File: src/rtl/proc_pkg.sv
// ---------------------------------------------------------------------------
// proc_pkg
//  Shared types and constants for the 5-stage core hazard controller.
//  - fwd_sel_t  : EX operand source select (reg file / M ALU data / WB data)
//  - sb_entry_t : one scoreboard slot describing an in-flight instruction
//  - REG_ZERO   : architectural zero register address
//  - writes_reg : "this slot writes register a" test used by stall and forward
//  Addresses are stored at SB_AW bits.  Narrower core addresses are
//  zero-extended on entry, so any AW up to SB_AW works unchanged.
// ---------------------------------------------------------------------------
package proc_pkg;

   localparam int SB_AW = 8;

   localparam logic [SB_AW-1:0] REG_ZERO = '0;

   typedef enum logic [1:0] {
      FWD_REG = 2'b00,
      FWD_MEM = 2'b01,
      FWD_WB  = 2'b10
   } fwd_sel_t;

   // raddr is REG_ZERO for instructions that do not write a register, and
   // rs/rt are REG_ZERO for sources that are not read.  That folds the
   // "writes" and "used" qualifiers into the address compare itself.
   typedef struct packed {
      logic             valid;
      logic [SB_AW-1:0] raddr;
      logic [SB_AW-1:0] rs;
      logic [SB_AW-1:0] rt;
      logic             load;
   } sb_entry_t;

   // A slot is a relevant writer of register a when it is valid, its
   // destination is not r0, and the destination equals a.
   function automatic logic writes_reg(input logic             valid,
                                       input logic [SB_AW-1:0] raddr,
                                       input logic [SB_AW-1:0] a);
      return valid && (raddr != REG_ZERO) && (raddr == a);
   endfunction

endpackage

File: src/rtl/hazard_fwd_sel.sv
// ---------------------------------------------------------------------------
// hazard_fwd_sel
//  Forward-source select for one EX operand.  The M-stage writer is younger
//  than the W-stage writer, so it wins when both match.  A load in M has no
//  data yet on the ALU path, so it is never a forward source from M.
//  Ports:
//   src      in   EX operand source address (REG_ZERO when unused)
//   m_valid  in   M slot valid
//   m_raddr  in   M slot destination (REG_ZERO when not writing)
//   m_load   in   M slot is a load
//   w_valid  in   W slot valid
//   w_raddr  in   W slot destination (REG_ZERO when not writing)
//   sel      out  FWD_REG / FWD_MEM / FWD_WB
// ---------------------------------------------------------------------------
module hazard_fwd_sel
   import proc_pkg::*;
(
   input  logic [SB_AW-1:0] src,
   input  logic             m_valid,
   input  logic [SB_AW-1:0] m_raddr,
   input  logic             m_load,
   input  logic             w_valid,
   input  logic [SB_AW-1:0] w_raddr,
   output fwd_sel_t         sel
);

   always_comb begin
      sel = FWD_REG;
      if (writes_reg(m_valid, m_raddr, src) && !m_load) begin
         sel = FWD_MEM;
      end else if (writes_reg(w_valid, w_raddr, src)) begin
         sel = FWD_WB;
      end
   end

endmodule

File: src/rtl/hazard_ctrl.sv
// ---------------------------------------------------------------------------
// hazard_ctrl
//  Pipeline hazard controller for the 5-stage core.  Tracks the instructions
//  in E, M and W in a 3-slot scoreboard, stalls on load-use (or on any RAW
//  when forwarding is disabled), freezes the front end while a multi-cycle
//  multiply occupies EX, flushes on a taken branch resolved in EX, and
//  drives the EX operand forward selects.
//  All outputs are combinational from the scoreboard / multiply counter and
//  the D-stage inputs of the same cycle.
//  Parameters:
//   AW       register-address width (<= SB_AW)
//   MUL_LAT  EX cycles per multiply, >= 1 (1 = no freeze)
//   FWD_EN   1 = forward M/W -> EX, 0 = stall on every RAW against E/M/W
//  Ports:
//   Clock, nReset               clock, async active-low reset
//   ValidD .. MULOpD            D-stage instruction description
//   BranchTakenE                taken branch/jump resolved in EX
//   StallF, StallD, StallE      hold PC / IF-ID / ID-EX and EX operands
//   FlushD                      IF-ID becomes a bubble next edge
//   BubbleE, BubbleM            ID-EX / EX-MEM loads a bubble next edge
//   ForwardA, ForwardB          EX operand source: 00 reg, 01 M, 10 WB
// ---------------------------------------------------------------------------
module hazard_ctrl
   import proc_pkg::*;
#(
   parameter int AW      = 5,
   parameter int MUL_LAT = 3,
   parameter int FWD_EN  = 1
)(
   input  logic          Clock,
   input  logic          nReset,
   input  logic          ValidD,
   input  logic [AW-1:0] RsAddrD,
   input  logic [AW-1:0] RtAddrD,
   input  logic          RsUsedD,
   input  logic          RtUsedD,
   input  logic [AW-1:0] RAddrD,
   input  logic          RegWriteD,
   input  logic          MemReadD,
   input  logic          MULOpD,
   input  logic          BranchTakenE,
   output logic          StallF,
   output logic          StallD,
   output logic          StallE,
   output logic          FlushD,
   output logic          BubbleE,
   output logic          BubbleM,
   output logic [1:0]    ForwardA,
   output logic [1:0]    ForwardB
);

   // Counter holds values 0 .. MUL_LAT-1.
   localparam int              MC_W     = (MUL_LAT > 1) ? $clog2(MUL_LAT) : 1;
   localparam logic [MC_W-1:0] MUL_LOAD = MC_W'(MUL_LAT - 1);

   sb_entry_t       sb_e_q, sb_e_d;
   sb_entry_t       sb_m_q, sb_m_d;
   sb_entry_t       sb_w_q, sb_w_d;
   logic [MC_W-1:0] mul_cnt_q, mul_cnt_d;

   sb_entry_t d_entry;
   logic      mul_busy;
   logic      load_use;
   logic      raw_any;
   logic      hazard;

   logic      stall_f, stall_d, stall_e, flush_d, bubble_e, bubble_m;
   fwd_sel_t  fwd_a, fwd_b;

   // Source-field bits of the older slots are carried for a uniform slot
   // layout but only the E slot's sources are ever compared.
   logic      unused_sb_bits;
   assign unused_sb_bits = ^{sb_m_q.rs, sb_m_q.rt, sb_w_q.rs, sb_w_q.rt, sb_w_q.load};

   // ------------------------------------------------------------------
   // D-stage slot image: what enters E when ID/EX advances.
   // ------------------------------------------------------------------
   always_comb begin
      d_entry = '0;
      if (ValidD) begin
         d_entry.valid = 1'b1;
         d_entry.raddr = RegWriteD ? SB_AW'(RAddrD)  : REG_ZERO;
         d_entry.rs    = RsUsedD   ? SB_AW'(RsAddrD) : REG_ZERO;
         d_entry.rt    = RtUsedD   ? SB_AW'(RtAddrD) : REG_ZERO;
         d_entry.load  = MemReadD;
      end
   end

   // ------------------------------------------------------------------
   // Hazard detection.  r0 never matches because writes_reg rejects it.
   // ------------------------------------------------------------------
   assign mul_busy = (mul_cnt_q != '0);

   assign load_use = sb_e_q.load &&
                     (writes_reg(sb_e_q.valid, sb_e_q.raddr, d_entry.rs) ||
                      writes_reg(sb_e_q.valid, sb_e_q.raddr, d_entry.rt));

   assign raw_any  = writes_reg(sb_e_q.valid, sb_e_q.raddr, d_entry.rs) ||
                     writes_reg(sb_e_q.valid, sb_e_q.raddr, d_entry.rt) ||
                     writes_reg(sb_m_q.valid, sb_m_q.raddr, d_entry.rs) ||
                     writes_reg(sb_m_q.valid, sb_m_q.raddr, d_entry.rt) ||
                     writes_reg(sb_w_q.valid, sb_w_q.raddr, d_entry.rs) ||
                     writes_reg(sb_w_q.valid, sb_w_q.raddr, d_entry.rt);

   // The multiply freeze already holds D, so a dependent instruction waits
   // behind it without a separate hazard stall.
   assign hazard = ValidD && ((FWD_EN != 0) ? load_use : raw_any) && !mul_busy;

   // ------------------------------------------------------------------
   // Pipeline control, priority: taken branch > multiply freeze > hazard.
   // A taken branch is never resolved while EX is frozen by a multiply.
   // ------------------------------------------------------------------
   always_comb begin
      stall_f  = 1'b0;
      stall_d  = 1'b0;
      stall_e  = 1'b0;
      flush_d  = 1'b0;
      bubble_e = 1'b0;
      bubble_m = 1'b0;
      if (BranchTakenE) begin
         flush_d  = 1'b1;
         bubble_e = 1'b1;
      end else if (mul_busy) begin
         stall_f  = 1'b1;
         stall_d  = 1'b1;
         stall_e  = 1'b1;
         bubble_m = 1'b1;
      end else if (hazard) begin
         stall_f  = 1'b1;
         stall_d  = 1'b1;
         bubble_e = 1'b1;
      end
   end

   // ------------------------------------------------------------------
   // Scoreboard and multiply counter next state.
   // W always retires M.  With EX held, M receives a bubble and E keeps the
   // multiply; otherwise everything shifts and E takes D (or a bubble).
   // ------------------------------------------------------------------
   always_comb begin
      sb_w_d = sb_m_q;
      if (stall_e) begin
         sb_m_d = '0;
         sb_e_d = sb_e_q;
      end else begin
         sb_m_d = sb_e_q;
         sb_e_d = bubble_e ? sb_entry_t'('0) : d_entry;
      end
   end

   always_comb begin
      mul_cnt_d = mul_cnt_q;
      if (mul_busy) begin
         mul_cnt_d = mul_cnt_q - MC_W'(1);
      end else if (!stall_e && !bubble_e && ValidD && MULOpD) begin
         // The first EX cycle of the multiply is the edge it enters E, so
         // the remaining freeze is MUL_LAT-1 cycles.
         mul_cnt_d = MUL_LOAD;
      end
   end

   always_ff @(posedge Clock or negedge nReset) begin
      if (!nReset) begin
         sb_e_q    <= '0;
         sb_m_q    <= '0;
         sb_w_q    <= '0;
         mul_cnt_q <= '0;
      end else begin
         sb_e_q    <= sb_e_d;
         sb_m_q    <= sb_m_d;
         sb_w_q    <= sb_w_d;
         mul_cnt_q <= mul_cnt_d;
      end
   end

   // ------------------------------------------------------------------
   // Operand forwarding for the instruction currently in E.
   // ------------------------------------------------------------------
   hazard_fwd_sel u_fwd_a (
      .src     (sb_e_q.rs),
      .m_valid (sb_m_q.valid),
      .m_raddr (sb_m_q.raddr),
      .m_load  (sb_m_q.load),
      .w_valid (sb_w_q.valid),
      .w_raddr (sb_w_q.raddr),
      .sel     (fwd_a)
   );

   hazard_fwd_sel u_fwd_b (
      .src     (sb_e_q.rt),
      .m_valid (sb_m_q.valid),
      .m_raddr (sb_m_q.raddr),
      .m_load  (sb_m_q.load),
      .w_valid (sb_w_q.valid),
      .w_raddr (sb_w_q.raddr),
      .sel     (fwd_b)
   );

   // ------------------------------------------------------------------
   // Outputs
   // ------------------------------------------------------------------
   assign StallF   = stall_f;
   assign StallD   = stall_d;
   assign StallE   = stall_e;
   assign FlushD   = flush_d;
   assign BubbleE  = bubble_e;
   assign BubbleM  = bubble_m;
   assign ForwardA = (FWD_EN != 0) ? fwd_a : FWD_REG;
   assign ForwardB = (FWD_EN != 0) ? fwd_b : FWD_REG;

endmodule

File: config.mk
export PLATFORM = sky130hd
export DESIGN_NAME = hazard_ctrl
export DESIGN_NICKNAME = d
export VERILOG_FILES = /design/src/rtl/proc_pkg.sv /design/src/rtl/hazard_fwd_sel.sv /design/src/rtl/hazard_ctrl.sv
export SDC_FILE = /design/constraint.sdc
export NUM_CORES = 1
export LEC_CHECK = 0
export ABC_AREA = 1
export CORE_AREA = 2 2 68 70
export CTS_CLUSTER_SIZE = 8
export DETAILED_ROUTE_END_ITERATION = 6
export DIE_AREA = 0 0 70 72
export PLACE_DENSITY_LB_ADDON = 0.25
export SYNTH_ARGS = -nofsm -noshare
export SYNTH_HDL_FRONTEND = slang
export SYNTH_SLANG_ARGS = --single-unit
export TNS_END_PERCENT = 30
File: constraint.sdc
create_clock -name Clock -period 1.58 [get_ports Clock]
set_input_delay 0.158 -clock Clock [delete_from_list [all_inputs] [get_ports Clock]]
set_output_delay 0.158 -clock Clock [all_outputs]
set_load 0.005 [all_outputs]
**Yosys cells after proc, flatten, opt, wreduce, memory -nomap -nowiden**

Index checks and enable logic that the tools add are counted.

- Register bits: 47
- Input port bits: 24
- Output and inout bits: 10
- Logic and storage cells: 65

- $add $sub $neg: 1
- Equality and inequality tests: 6
- Mux-type cells: 20
- Reductions and logical operators: 27

Operators with widths:

| operator | number |
|---|---|
| two-way mux 26 bit | 3 |
| equality test 8 bit | 6 |
| nonzero test 8 bit | 3 |
| logical AND 1 bit | 17 |
| two-way mux 5 bit | 3 |
| two-way mux 2 bit | 6 |
| two-way mux 1 bit | 8 |
| zero test 1 bit | 4 |
| nonzero test 2 bit | 2 |
| subtractor 2 x 1 -> 2 bit, second input constant | 1 |
| logical OR 1 bit | 1 |

**Longest topological paths before layout**

- Depth in word-level cells: 17
- Mapped depth: 14
- Depth with buffers taken out: 12

**Modules after synthesis**

Synthesis repeated with hierarchy kept, for this count alone.

- Cells, all modules: 328
- Area, all modules: 2280.9 sq um

By module, submodules not included:

| module | times used | cells each | area each (sq um) | sequential area each (sq um) |
|---|---|---|---|---|
| hazard_ctrl | 1 | 164 | 1557.7 | 800.8 |
| hazard_fwd_sel | 2 | 82 | 361.6 | 0.0 |

**Least setup slack after synthesis**

OpenSTA, ideal clock, no wires.

- Kind: register to output
- From: reg mul_cnt_q[0]
- To: out StallF
- Data arrival time: 1486 ps
- Data required time: 1422 ps
- Path slack: -64 ps
- Stages on the path, launching flop included: 8
- Path buffers: 2
- Cells stage by stage: dfrtp_1 > inv_1 > ha_1 > nor2_1 > inv_1 > buf_2 > o21ai_0 > buf_4

- Longest elaborated chain between the ends: 6

RTL lines:

| item | line | text |
|---|---|---|
| from (decl) | hazard_ctrl.sv:59 | `logic [MC_W-1:0] mul_cnt_q, mul_cnt_d;` |
| from (signal assigned) | hazard_ctrl.sv:172 | `mul_cnt_q <= mul_cnt_d;` |
| nonzero test 2 bit (*) | hazard_ctrl.sv:92 | `assign mul_busy = (mul_cnt_q != '0);` |
| zero test 1 bit | hazard_ctrl.sv:107 | `assign hazard = ValidD && ((FWD_EN != 0) ? load_use : raw_any) && !mul_busy;` |
| logical AND 1 bit | hazard_ctrl.sv:107 |  |
| two-way mux 1 bit | -- |  |
| two-way mux 1 bit (*) (2 in series) | -- |  |
| to (decl) | hazard_ctrl.sv:42 | `output logic StallF,` |

Mark *: on every way between the ends. The rest lies on a longest branch, timed or not.

**Worst setup path after layout**

- From: reg sb_e_q[21] in the netlist's numbering
- To: out StallD

- Longest elaborated chain between the ends: 10
- Elaborated cells between the ends (all ways): 13
- Those cells by class: eq/ne (2); mux (3); reduce/logical (8)

RTL lines:

| item | line | text |
|---|---|---|
| from (decl) | hazard_ctrl.sv:56 | `sb_entry_t sb_e_q, sb_e_d;` |
| from (signal assigned) | hazard_ctrl.sv:164 | `sb_e_q <= '0;` |
| from (signal assigned) | hazard_ctrl.sv:169 | `sb_e_q <= sb_e_d;` |
| nonzero test 8 bit | -- |  |
| logical AND 1 bit (2 in series) | -- |  |
| logical OR 1 bit (*) | -- |  |
| logical AND 1 bit (*) | hazard_ctrl.sv:94 | `assign load_use = sb_e_q.load &&` |
| logical AND 1 bit (*) (2 in series) | hazard_ctrl.sv:107 |  |
| two-way mux 1 bit (*) | hazard_ctrl.sv:128 | `end else if (hazard) begin` |
| two-way mux 1 bit (*) | hazard_ctrl.sv:123 | `end else if (mul_busy) begin` |
| two-way mux 1 bit (*) | hazard_ctrl.sv:120 | `if (BranchTakenE) begin` |
| to (decl) | hazard_ctrl.sv:43 | `output logic StallD,` |

Marks and branches as above.

==> run_results.csv <==
group,metric,value,unit
run_status,run_status,"complete, but fails checks",
run_status,violations,"negative setup slack",
setup_path,cpMostUsedCell,"nand2_1",
power,pwr-share-comb,38.2,%
setup_path,cp-start-kind,"register",
finish,syn2layout_area_growth,60.5,%
placed_design,dp_hpwl,3170,um
synthesis,yosysUniqueCellTypes,28,
drt,wl_per_cell,13.5,um
setup_path,startpoint,"sb_e_q[21]$_DFFE_PN0N_",
clock_network,cts_buffer_depth,2,
floorplanning,ios,34,
synthesis,ys.flop_type,"dfrtp_1",
power,seq_power_share,32.8,%
finish,stdcell_area,2970,um2
drt,ant_nets,0,
sta,rsz0062_at_grt,"yes",
power,clkPwrFrac,29.0,%
setup_path,cp.arrival,1.73,ns
power,p_sw_share,32.1,%
sta,tightest_slew,0.416,ns
sta,finalHoldViolCount,0,
synthesis,syn-num-nets,235,
clock_network,cts_root_buffer,"clkbuf_8",
clock_network,cts.clk_slew.worst_paths,0.08,ns
floorplanning,start_util,43.3,%
drt,drt-initial-drc-count,81,
global_route,grt_pass1_wl,7880,um
synthesis,yosysWarnings,0,
clock_network,cts_tree,"built",
global_route,grt.total_usage,20.2,%
synthesis,synth_cells,209,
run,drv_cap,0,
floorplanning,core,4260,um2
floorplanning,die-area,5040,um2
worst_hold_path,hold_path_class,"input pin to async pin",
clock_network,hold_buffers,0,
drt,avgViaCountPerCell,4.91,
setup_path,reg2reg_from,"sb_e_q[21]$_DFFE_PN0N_",
placed_design,routabilityCongestion,0.760,
sta,skew,0.0100,ns
setup_path,path_cells,"inv_2, nand2_1, nand2_1, nand2_1, nor2_2, nand2_1, nand2_1, nand2_2, buf_6, o21ai_2, buf_2",
sta,setup_viol,26,
placed_design,io_buffers,33,
global_route,grt_start_max_net_pins,33,
synthesis,syn_area,1850,um2
sta,timing.fmax,0.530,GHz
floorplanning,die_h,72,um
global_route,antenna_found_initial,0,
setup_path,critPathCaptureType,"primary output",
finish,final_common_cell,"buf_4",
drt,drc_errors,0,
clock_network,htree_levels,2,
global_route,first_global_vias,1789,
setup_path,r2r_cells,14,
power,p_leak,1.49,nW
finish,insertedDiodeCount,0,
clock_network,cts_buffers,5,
finish,drive_gt1_share,40.8,%
power,ir_drop,0.610,mV
sta,relSlewSlack,72.2,%
placed_design,dpl_cell_area,2510,um2
setup_path,rr_endpoint,"mul_cnt_q[0]$_DFFE_PN0P_",
setup_path,ff2ff_setup_slack,-0.16,ns
global_route,grt-ovfl-total,0,
sta,period_share,119,%
power,p_switching,0.000981,W
setup_path,cp.required,1.42,ns
sta,slew_violations,0,
finish,final_util,69.6,%
floorplanning,die_x,70,um
setup_path,cp-endpoint,"StallD",
sta,fin_crit,1.89,ns
drt,wl,4910,um
synthesis,synth-edff-count,0,
setup_path,cp_max_fo,3,
synthesis,avgSynthCellArea,8.84,um2
setup_path,cpMaxStageDelayCell,"dfrtp_1",
synthesis,ys_ff_latch,32,
power,power.density,1030,nW/um2
power,p_int,0.00207,W
synthesis,yosysSeqAreaShare,43.3,%
setup_path,max_stage_delay,0.42,ns
floorplanning,rows,24,
clock_network,cts.sinks,32,
finish,nNetsFinal,336,
clock_network,clock_latency,0.29,ns
setup_path,worstSetupPathType,"register to primary output",
sta,fin_ws,-0.308,ns
drt,firstDrtPassIters,4,
drt,vias,1784,
finish,final_cell_mix,"buf_4 (58), nand2_1 (50), dfrtp_1 (31)",
synthesis,async_flop_share,100,%
==> sequential cells by signal, indices dropped and copies added, names as in the netlist <==
signal     flops
mul_cnt_q      2
sb_w_q         6
sb_m_q         7
sb_e_q        17
==> critical path, delay by kind of cell (launching register included) <==
kind | cells | cell delay [ns]
simple gates | 7 | 0.56
compound gates | 1 | 0.11
flops | 1 | 0.42
buf+inv | 3 | 0.35
==> cells in the mapped netlist (2+ instances only) <==
cell,instances,area share (%)
nand2_1,51,10
buf_6,2,1.2
xor2_1,12,5.7
buf_4,4,1.6
nor4_1,2,0.68
nand4_1,8,2.7
nor2_1,14,2.8
o22ai_2,9,6.1
nor3_1,3,0.81
o21ai_0,8,2.2
xnor2_1,9,4.3
nand3_1,11,3.0
nand3_2,4,2.2
o41ai_1,2,0.95
ha_1,2,1.4
dfrtp_1,32,43
inv_1,25,5.1
==> power by group through the flow <==
stage / Sequential (W) / Clock, W / Combinational (W)
after floorplan: 0.000996 / 0 / 0.000552
after global routing: 0.00101 / 0.000944 / 0.00129
after detailed placement: 0.00101 / 0 / 0.000982
final: 0.00100 / 0.000886 / 0.00117
after global placement: 0.00100 / 0 / 0.000967
after CTS: 0.000996 / 0.000893 / 0.00103
==> area by class of cell <==
| type | instances | area, um2 |
|---|---|---|
| clock buffer | 7 | 96.3 |
| clock inverter | 1 | 30.0 |
| fill | 337 | 1300 |
| inverter | 25 | 93.8 |
| multi-input combinational | 143 | 972 |
| sequential | 32 | 802 |
| tap | 52 | 65.1 |
| timing repair buffer | 103 | 907 |
==> worst min-delay path by stage <==
| stage | from | end | slack (ns) | depth (start not counted) |
|---|---|---|---|---|
| after floorplan | nReset | mul_cnt_q[0]$_DFFE_PN0P_ | -0.14 | 0 |
| after global placement | sb_m_q[25]$_DFF_PN0_ | sb_w_q[25]$_DFF_PN0_ | 0.39 | 0 |
| after detailed placement | sb_m_q[25]$_DFF_PN0_ | sb_w_q[25]$_DFF_PN0_ | 0.39 | 0 |
| after CTS | nReset | sb_e_q[21]$_DFFE_PN0N_ | 0.27 | 2 |
| after global routing | nReset | sb_e_q[21]$_DFFE_PN0N_ | 0.30 | 2 |
| final | nReset | sb_e_q[12]$_DFFE_PN0N_ | 0.26 | 2 |
==> layer usage <==
layer  share of wire [%]  vias to the layer above  GRT usage [%]
met2                  52                       52           34.8
met3                 3.9                       12           4.72
li1                    -                      882              -
met1                  42                      838           23.4
met5                   0                        -              0
met4                 2.3                        0           11.3
==> what timing repair did <==
item | CTS | global route
pin swaps | 16 | 12
endpoints found under the setup margin | 28 | 28
gates resized for setup | 58 | 18
cloned | 1 | 1
setup buffers | 16 | 6
==> cell families after synthesis <==
kind of cell / after synthesis / synth area share [%]
AOI/OAI and AO/OA: 23 / 10.9
xor gates and xnor gates: 21 / 9.95
adders and majority gates: 2 / 1.35
buffers and inverters: 35 / 10.3
DFF: 32 / 43.3
and+or+nand+nor: 96 / 24.2
==> through the flow <==
stage                     setup TNS [ns]  setup slack, ns  power [W]  hold slack (ns)  instances
after floorplan                        0           0.0384    0.00155           -0.138        209
after global placement             -8.97           -0.764    0.00197            0.386        331
after detailed placement           -9.63           -0.807    0.00199            0.390        331
after CTS                          -3.12           -0.241    0.00292            0.273        356
after global routing               -5.94           -0.426    0.00324            0.304        363
final                              -3.17           -0.308    0.00305            0.265        363
No activity file was read; power rests on OpenSTA's default activity.
